===== config.mk =====
export PLATFORM = sky130hd
export DESIGN_NAME = via_interface_adapter
export DESIGN_NICKNAME = d
export VERILOG_FILES = /design/src/rtl/via_interface_adapter.sv
export SDC_FILE = /design/constraint.sdc
export NUM_CORES = 1
export LEC_CHECK = 0
export CORE_AREA = 2 2 84 86
export CTS_BUF_LIST = sky130_fd_sc_hd__clkbuf_2 sky130_fd_sc_hd__clkbuf_4 sky130_fd_sc_hd__clkbuf_8
export CTS_CLUSTER_DIAMETER = 150
export CTS_CLUSTER_SIZE = 16
export DETAILED_ROUTE_END_ITERATION = 10
export DIE_AREA = 0 0 86 88
export HOLD_SLACK_MARGIN = 0.05
export PLACE_DENSITY_LB_ADDON = 0.15
export SYNTH_ARGS = -nofsm -noshare
export SYNTH_HDL_FRONTEND = slang
export SYNTH_SLANG_ARGS = --single-unit

===== constraint.sdc =====
create_clock -name clk -period 6.2 [get_ports clk]
set_input_delay 1.24 -clock clk [delete_from_list [all_inputs] [get_ports clk]]
set_output_delay 1.24 -clock clk [all_outputs]
set_load 0.05 [all_outputs]

===== src/rtl/via_interface_adapter.sv =====
// Parallel I/O and timer peripheral for the 6502 bus window 0x0800-0x080F.
// Two 8-bit ports with per-bit direction, a 16-bit free-running down-counter
// and a polled interrupt-flag register. The bus has no strobe: every clock edge
// with chip_en high writes data_in into the selected writable register.
module via_interface_adapter (
    input  logic       clk,
    input  logic       reset,
    input  logic [7:0] port_a_in,
    output logic [7:0] port_a_out,
    input  logic [7:0] port_b_in,
    output logic [7:0] port_b_out,
    input  logic [7:0] data_in,
    output logic [7:0] data_out,
    input  logic [3:0] register_select,
    input  logic       chip_en
);

    localparam logic [3:0] AddrIrb    = 4'h0;
    localparam logic [3:0] AddrIra    = 4'h1;
    localparam logic [3:0] AddrDdrb   = 4'h2;
    localparam logic [3:0] AddrDdra   = 4'h3;
    localparam logic [3:0] AddrOrb    = 4'h4;
    localparam logic [3:0] AddrOra    = 4'h5;
    localparam logic [3:0] AddrT1LLo  = 4'h6;
    localparam logic [3:0] AddrT1LHi  = 4'h7;
    localparam logic [3:0] AddrT1CLo  = 4'h8;
    localparam logic [3:0] AddrT1CHi  = 4'h9;
    localparam logic [3:0] AddrIfr    = 4'hA;
    localparam logic [3:0] AddrIfrClr = 4'hB;
    localparam logic [3:0] AddrIer    = 4'hC;

    logic [7:0]  ddra_q, ddra_d;
    logic [7:0]  ddrb_q, ddrb_d;
    logic [7:0]  ora_q, ora_d;
    logic [7:0]  orb_q, orb_d;
    logic [7:0]  latch_lo_q, latch_lo_d;
    logic [7:0]  latch_hi_q, latch_hi_d;
    logic [15:0] cnt_q, cnt_d;
    logic        run_q, run_d;
    logic        ifr_q, ifr_d;
    logic        ier_q, ier_d;

    logic wr_ddra, wr_ddrb, wr_ora, wr_orb;
    logic wr_lat_lo, wr_lat_hi, wr_ifr_clr, wr_ier;
    logic timeout;
    logic [7:0] ira, irb;
    logic [7:0] rdata;

    assign wr_ddrb    = chip_en && (register_select == AddrDdrb);
    assign wr_ddra    = chip_en && (register_select == AddrDdra);
    assign wr_orb     = chip_en && (register_select == AddrOrb);
    assign wr_ora     = chip_en && (register_select == AddrOra);
    assign wr_lat_lo  = chip_en && (register_select == AddrT1LLo);
    assign wr_lat_hi  = chip_en && (register_select == AddrT1LHi);
    assign wr_ifr_clr = chip_en && (register_select == AddrIfrClr);
    assign wr_ier     = chip_en && (register_select == AddrIer);

    // Counter sitting at zero while running is the expiry event.
    assign timeout = run_q && (cnt_q == 16'h0000);

    // Register-file next state: plain overwrite on a selected edge.
    always_comb begin
        ddra_d     = wr_ddra   ? data_in : ddra_q;
        ddrb_d     = wr_ddrb   ? data_in : ddrb_q;
        ora_d      = wr_ora    ? data_in : ora_q;
        orb_d      = wr_orb    ? data_in : orb_q;
        latch_lo_d = wr_lat_lo ? data_in : latch_lo_q;
        latch_hi_d = wr_lat_hi ? data_in : latch_hi_q;
        ier_d      = wr_ier    ? data_in[0] : ier_q;
    end

    // Timer and flag next state; a latch-high write beats the reload, set beats clear.
    always_comb begin
        cnt_d = cnt_q;
        run_d = run_q;
        if (wr_lat_hi) begin
            cnt_d = {data_in, latch_lo_q};
            run_d = 1'b1;
        end else if (run_q) begin
            cnt_d = timeout ? {latch_hi_q, latch_lo_q} : (cnt_q - 16'd1);
        end

        ifr_d = ifr_q;
        if (timeout) begin
            ifr_d = 1'b1;
        end else if (wr_ifr_clr && data_in[0]) begin
            ifr_d = 1'b0;
        end
    end

    // State update with synchronous reset taking priority over everything.
    always_ff @(posedge clk) begin
        if (reset) begin
            ddra_q     <= 8'h00;
            ddrb_q     <= 8'h00;
            ora_q      <= 8'h00;
            orb_q      <= 8'h00;
            latch_lo_q <= 8'h00;
            latch_hi_q <= 8'h00;
            cnt_q      <= 16'h0000;
            run_q      <= 1'b0;
            ifr_q      <= 1'b0;
            ier_q      <= 1'b0;
        end else begin
            ddra_q     <= ddra_d;
            ddrb_q     <= ddrb_d;
            ora_q      <= ora_d;
            orb_q      <= orb_d;
            latch_lo_q <= latch_lo_d;
            latch_hi_q <= latch_hi_d;
            cnt_q      <= cnt_d;
            run_q      <= run_d;
            ifr_q      <= ifr_d;
            ier_q      <= ier_d;
        end
    end

    // Output pins drive only the bits configured as outputs.
    assign port_a_out = ora_q & ddra_q;
    assign port_b_out = orb_q & ddrb_q;

    // Input read-back merges driven bits with pin state on input bits.
    assign ira = (ora_q & ddra_q) | (port_a_in & ~ddra_q);
    assign irb = (orb_q & ddrb_q) | (port_b_in & ~ddrb_q);

    // Combinational read mux; unmapped and write-only addresses read zero.
    always_comb begin
        rdata = 8'h00;
        case (register_select)
            AddrIrb:   rdata = irb;
            AddrIra:   rdata = ira;
            AddrDdrb:  rdata = ddrb_q;
            AddrDdra:  rdata = ddra_q;
            AddrOrb:   rdata = orb_q;
            AddrOra:   rdata = ora_q;
            AddrT1LLo: rdata = latch_lo_q;
            AddrT1LHi: rdata = latch_hi_q;
            AddrT1CLo: rdata = cnt_q[7:0];
            AddrT1CHi: rdata = cnt_q[15:8];
            AddrIfr:   rdata = {ifr_q & ier_q, 6'b000000, ifr_q};
            AddrIer:   rdata = {7'b0000000, ier_q};
            default:   rdata = 8'h00;
        endcase
    end

    assign data_out = chip_en ? rdata : 8'h00;

endmodule


# Yosys cells after proc, flatten, opt, wreduce, memory -nomap -nowiden

Index checks and enable logic that the tools add are counted.

Multiply operators: 0
Reduce and logical (&&, ||, !) cells: 14
Multiplexer cells: 7
Divide/modulo/power cells: 0
Order comparisons: 0
Shift-type cells: 0
Equality and inequality tests: 12
$add $sub $neg: 1
Bitwise operators: 9

Operators with widths:

| cell                                                                  | count |
|---|---|
| 8-bit case mux with 12 select lines                                   | 1 |
| 16-bit 2-to-1 mux                                                     | 3 |
| 8-bit AND                                                             | 4 |
| 4-bit == test (second input constant)                                 | 5 |
| 4-bit by 3-bit == test with 1-bit output (second input constant)      | 4 |
| 16-bit logical NOT                                                    | 1 |
| 8-bit inverter                                                        | 2 |
| 8-bit bitwise OR                                                      | 2 |
| 16-bit by 1-bit subtractor with 16-bit output (second input constant) | 1 |
| 1-bit logical AND                                                     | 10 |
| 4-bit by 2-bit == test with 1-bit output (second input constant)      | 2 |
| 8-bit 2-to-1 mux                                                      | 1 |
| 4-bit by 1-bit == test with 1-bit output (second input constant)      | 1 |
| 4-bit logical NOT                                                     | 1 |
| 2-bit nonzero test                                                    | 2 |
| 1-bit 2-to-1 mux                                                      | 2 |
| 1-bit AND                                                             | 1 |

Memory bits (read-only): 0
Output and inout port bits: 24
Register bits: 67
RAM bits: 0
Latch bits: 0
Memories: 0

# Depth between registers and ports, before layout

Word-level depth: 5
Gate-level depth with buffers: 8
Gate-level depth less buffers: 7

# Least setup slack after synthesis

Ideal clock, no wire load.

Path type: input -> output
From: input port register_select[2]
To: output port data_out[6]
Required time: 4,960 ps
Stages: 7
Arrival time: 3,074 ps
Path slack: 1,886 ps
Path through: clkbuf_1 clkbuf_1 clkbuf_1 o21ai_0 nor3_1 nor2_1 a31oi_1

Word-level cells in the longest chain between the ends: 3
Elaborated cells between the ends (all ways): 14

Ends and longest elaborated chain:

| element                               | RTL line | source |
|---|---|---|
| start, declared                       | 14       | `input logic [3:0] register_select,` |
| 4-bit == test (tied with other cells) | 129      | `case (register_select)` |
| 8-bit case mux with 12 select lines * | 129      |  |
| 8-bit 2-to-1 mux *                    | 146      | `assign data_out = chip_en ? rdata : 8'h00;` |
| end, declared                         | 13       | `output logic [7:0] data_out,` |

Every way passes the cells marked *; elsewhere a longest branch is shown, timed or not.

# Worst setup path in the final report

From: input port register_select[1]
To: output port data_out[5]

The elaborated chain is that of the path after synthesis.

==> results by group <==
Critical path
  – Setup crit start: register_select[1]
  – Max incr delay on CP: 790 ps
  – CP Launch Type: input pin
  – Worst r2r src: cnt_q[0]$_SDFFE_PP0P_
  – CP bufs+invs: 3
  – Worst EP required: 4960 ps
  – FF-to-FF path depth: 7
  – Setup slack, reg-to-reg: around 3200 ps
  – Worst R2R End: cnt_q[6]$_SDFFE_PP0P_
  – Worst setup endpoint: data_out[5]
  – Nature of the critical path endpoint: output pin
  – Critical-path cell list: clkdlybuf4s50_1 -> buf_4 -> nor4_1 -> nand3b_1 -> o31ai_1 -> o311a_1 -> clkdlybuf4s50_1
  – Critical Path Stages: 7
  – Critical Path Most Common Cell: clkdlybuf4s50_1
  – Data arrival, critical path: 4140 ps
  – Cell family with most CP delay: buffers and inverters
  – Worst Path Max Fanout: 17
  – CP Class: input pin to output pin
  – CP max-delay cell: clkdlybuf4s50_1

Clocking
  – Post-CTS resize count: 0
  – Cts bufs inserted: 9
  – CTS tree: yes
  – Worst-path clk slew: about 70 ps
  – # Post-CTS Setup Buffers: 0
  – Hold-fix buffers at CTS: 0
  – CTS Buffer Depth: 2
  – Clock Latency Late Sink: ~360 ps
  – Clock root buffer: clkbuf_8
  – H-tree levels: 3
  – CTS Sinks: 67

Layout
  – Post-route cell area: 4790 um2
  – Diodes inserted: 0
  – Fillers: 544
  – Fraction of layout cells with a size suffix above 1: 0.0738
  – Final nets: 570
  – P&R area growth vs syn: 20.2%

Floorplan
  – Core ar.: 6640 um2
  – Io pins: 55
  – Starting Density: 0.599
  – Die ar.: 7570 um2
  – Cell row count: 30
  – Die X: approximately 86 um
  – Die outline height: between 80 and 90 um

Yosys
  – Synth async-reset ratio: 0
  – Sequential-to-total area share from yosys stat: 0.337
  – Top cell type by total area after synthesis: dfxtp_1
  – Mux contribution to synthesized area: 0.137
  – Synth Area in Simple Gates: 0.275
  – Top-count cell post-synth: nor2_1
  – Post-synthesis adder-cell area fraction: 0.00566
  – Synth Register Bits: 67
  – Yosys cell types: 58
  – Syn_area_per_cell: 8.01 um2
  – Post-synth top area share: 0.337
  – Synth Flop Type: dfxtp_1
  – Dominant cells by area after synthesis: dfxtp_1 (34%), mux2i_1 (13%), nor2_1 (7.0%)
  – Mapped cell area: 3980 um2
  – Synth Area in Compound Gates: 0.184
  – Syn Nets: approximately 530
  – Syn. warnings: 0
  – Post-synth EDFFs: 0
  – Post-Synthesis Cells: 497
  – Largest family of logic cells by synthesized area: simple AND/OR/NAND/NOR gates
  – XOR/XNOR Fraction of Synth Area: 0.0154
  – Post-synth top cells: nor2_1 (74), dfxtp_1 (67), mux2i_1 (50), nand2_1 (43), a21oi_1 (28)

Timing
  – Fin Setup TNS: 0 ps
  – Worst Clk Skew: 7.70 ps
  – Final worst-path cycle share: 0.867
  – Setup violators final: 0
  – Slew margin rel.: 0.0905
  – Unrepaired setup endpoints after global routing: false
  – Actual slew at the worst max-slew pin: 1350 ps
  – Fmax: 186 MHz
  – Max-slew violation count: 0
  – Final hold vios: 0
  – Min Tclk post-route: 5380 ps

Global routing
  – Largest net degree at the start of global routing: 70
  – First-pass GRT wire length: 19.5 mm
  – Global route overflow: 0
  – Initial antenna violation count: 0
  – GRT Total Usage: 0.335
  – Number of global-route vias before repair: roughly 3,700

Placed design
  – IO Port Bufs: 54
  – GPL Wtd Cong: 0.974
  – Post-DP Area: 4550 um2
  – DP HPWL: between 8 and 9 mm

Routing
  – Final wirelength: 12.5 mm
  – Detail-routed net length per standard cell: 20.1 um
  – Vias per cell: about 6.5
  – Antenna viol nets, final: 0
  – DR vias: 4,034
  – DR pass1 iterations: 6
  – Number of remaining DRC errors: 0
  – Iter 0 DRT Violations: 474

Run
  – Max Cap Viol: 0

Pwr
  – Peak VDD IR: 0.000135 V
  – Pleak: 0.00175 uW
  – Pwr dens: 219 nW/um2

Run status
  – Status: finished, final reports clean

Worst hold path
  – Hold Path Class: register to register
-- placed cells by master, fill, tap and decap left out, types with 7 or more instances in the layout --
cell type         n
nand2b_1          7
buf_4             9
clkdlybuf4s50_1  53
a31oi_1           8
dfxtp_1          67
nor2_1           74
mux2i_1          50
a22oi_1          10
inv_1            13
and2_1           16
nor2b_1          10
o21ai_0          17
a21oi_1          28
nand2_1          43
clkbuf_8          9
nand3_1          17
nor3_1           10
xnor2_1           7
o32ai_1           8
-- how the worst min path moves through the flow --
stage / depth (start not counted) / slack (ps) / start / endpoint
4_1_cts: 2 / 470 / latch_hi_q[5]$_SDFFE_PP0P_ / latch_hi_q[5]$_SDFFE_PP0P_
5_1_grt: 2 / 500 / ifr_q$_SDFFE_PP0P_ / ifr_q$_SDFFE_PP0P_
3_5_place_dp: 2 / 460 / latch_hi_q[5]$_SDFFE_PP0P_ / latch_hi_q[5]$_SDFFE_PP0P_
3_3_place_gp: 2 / 440 / latch_hi_q[5]$_SDFFE_PP0P_ / latch_hi_q[5]$_SDFFE_PP0P_
2_1_floorplan: 2 / 440 / latch_hi_q[5]$_SDFFE_PP0P_ / latch_hi_q[5]$_SDFFE_PP0P_
6_report: 2 / 470 / latch_hi_q[5]$_SDFFE_PP0P_ / latch_hi_q[5]$_SDFFE_PP0P_
-- final cells by class --
type / instances / area, um2 / share of cell area
Inverter: 13 / 48.8 / 0.0102
Timing Repair Buffer: 63 / 603 / 0.126
Clock inverter: 6 / 114 / 0.0238
Clock buffer: 9 / 124 / 0.0259
Sequential cell: 67 / 1340 / 0.280
Tap cell: 80 / 100 / 0.0209
Multi-Input combinational cell: 384 / 2450 / 0.513
-- metrics by stage --
step | instances | hold slack [ps] | power, uW | util | setup slack (ps)
after floorplan | 497 | 436 | 557 | - | 1890
after global placement | 607 | 443 | 609 | 0.685 | 947
after detailed placement | 607 | 456 | 611 | 0.685 | 877
after CTS | 622 | 466 | 1050 | 0.720 | 867
after global routing | 622 | 499 | 1080 | 0.720 | 653
final | 622 | 467 | 1050 | 0.720 | 825
-- report_power, final --
group	switching [uW]	internal (uW)
Combinational	91.1	64.3
Sequential	12.8	438
Clock	178	266
Total	282	769
-- flip-flops by register name, indices dropped and copies added, names as in the netlist --
name        count
cnt_q          16
latch_lo_q      8
ora_q           8
ddra_q          8
orb_q           8
latch_hi_q      8
ifr_q           1
ier_q           1
ddrb_q          8
run_q           1
-- cell families after synthesis --
group / Yosys count
AND/OR/NAND/NOR: 214
AO/OA/AOI/OAI: 107
flip-flops: 67
multiplexers: 54
buffers and inverters: 46
XOR/XNOR: 7
adder cells (fa/ha/maj): 2
-- metal layers --
layer	GRT usage	wire length [um]
met4	0.143	362
met2	0.541	5830
met3	0.0462	990
met1	0.449	5310
met5	0	0
-- worst min-delay path, stage by stage, from the launching register on --
cell,delay [ps]
dfxtp_1,320
nand2_1,50
a21oi_1,50
(Power assumes the default switching activity.)
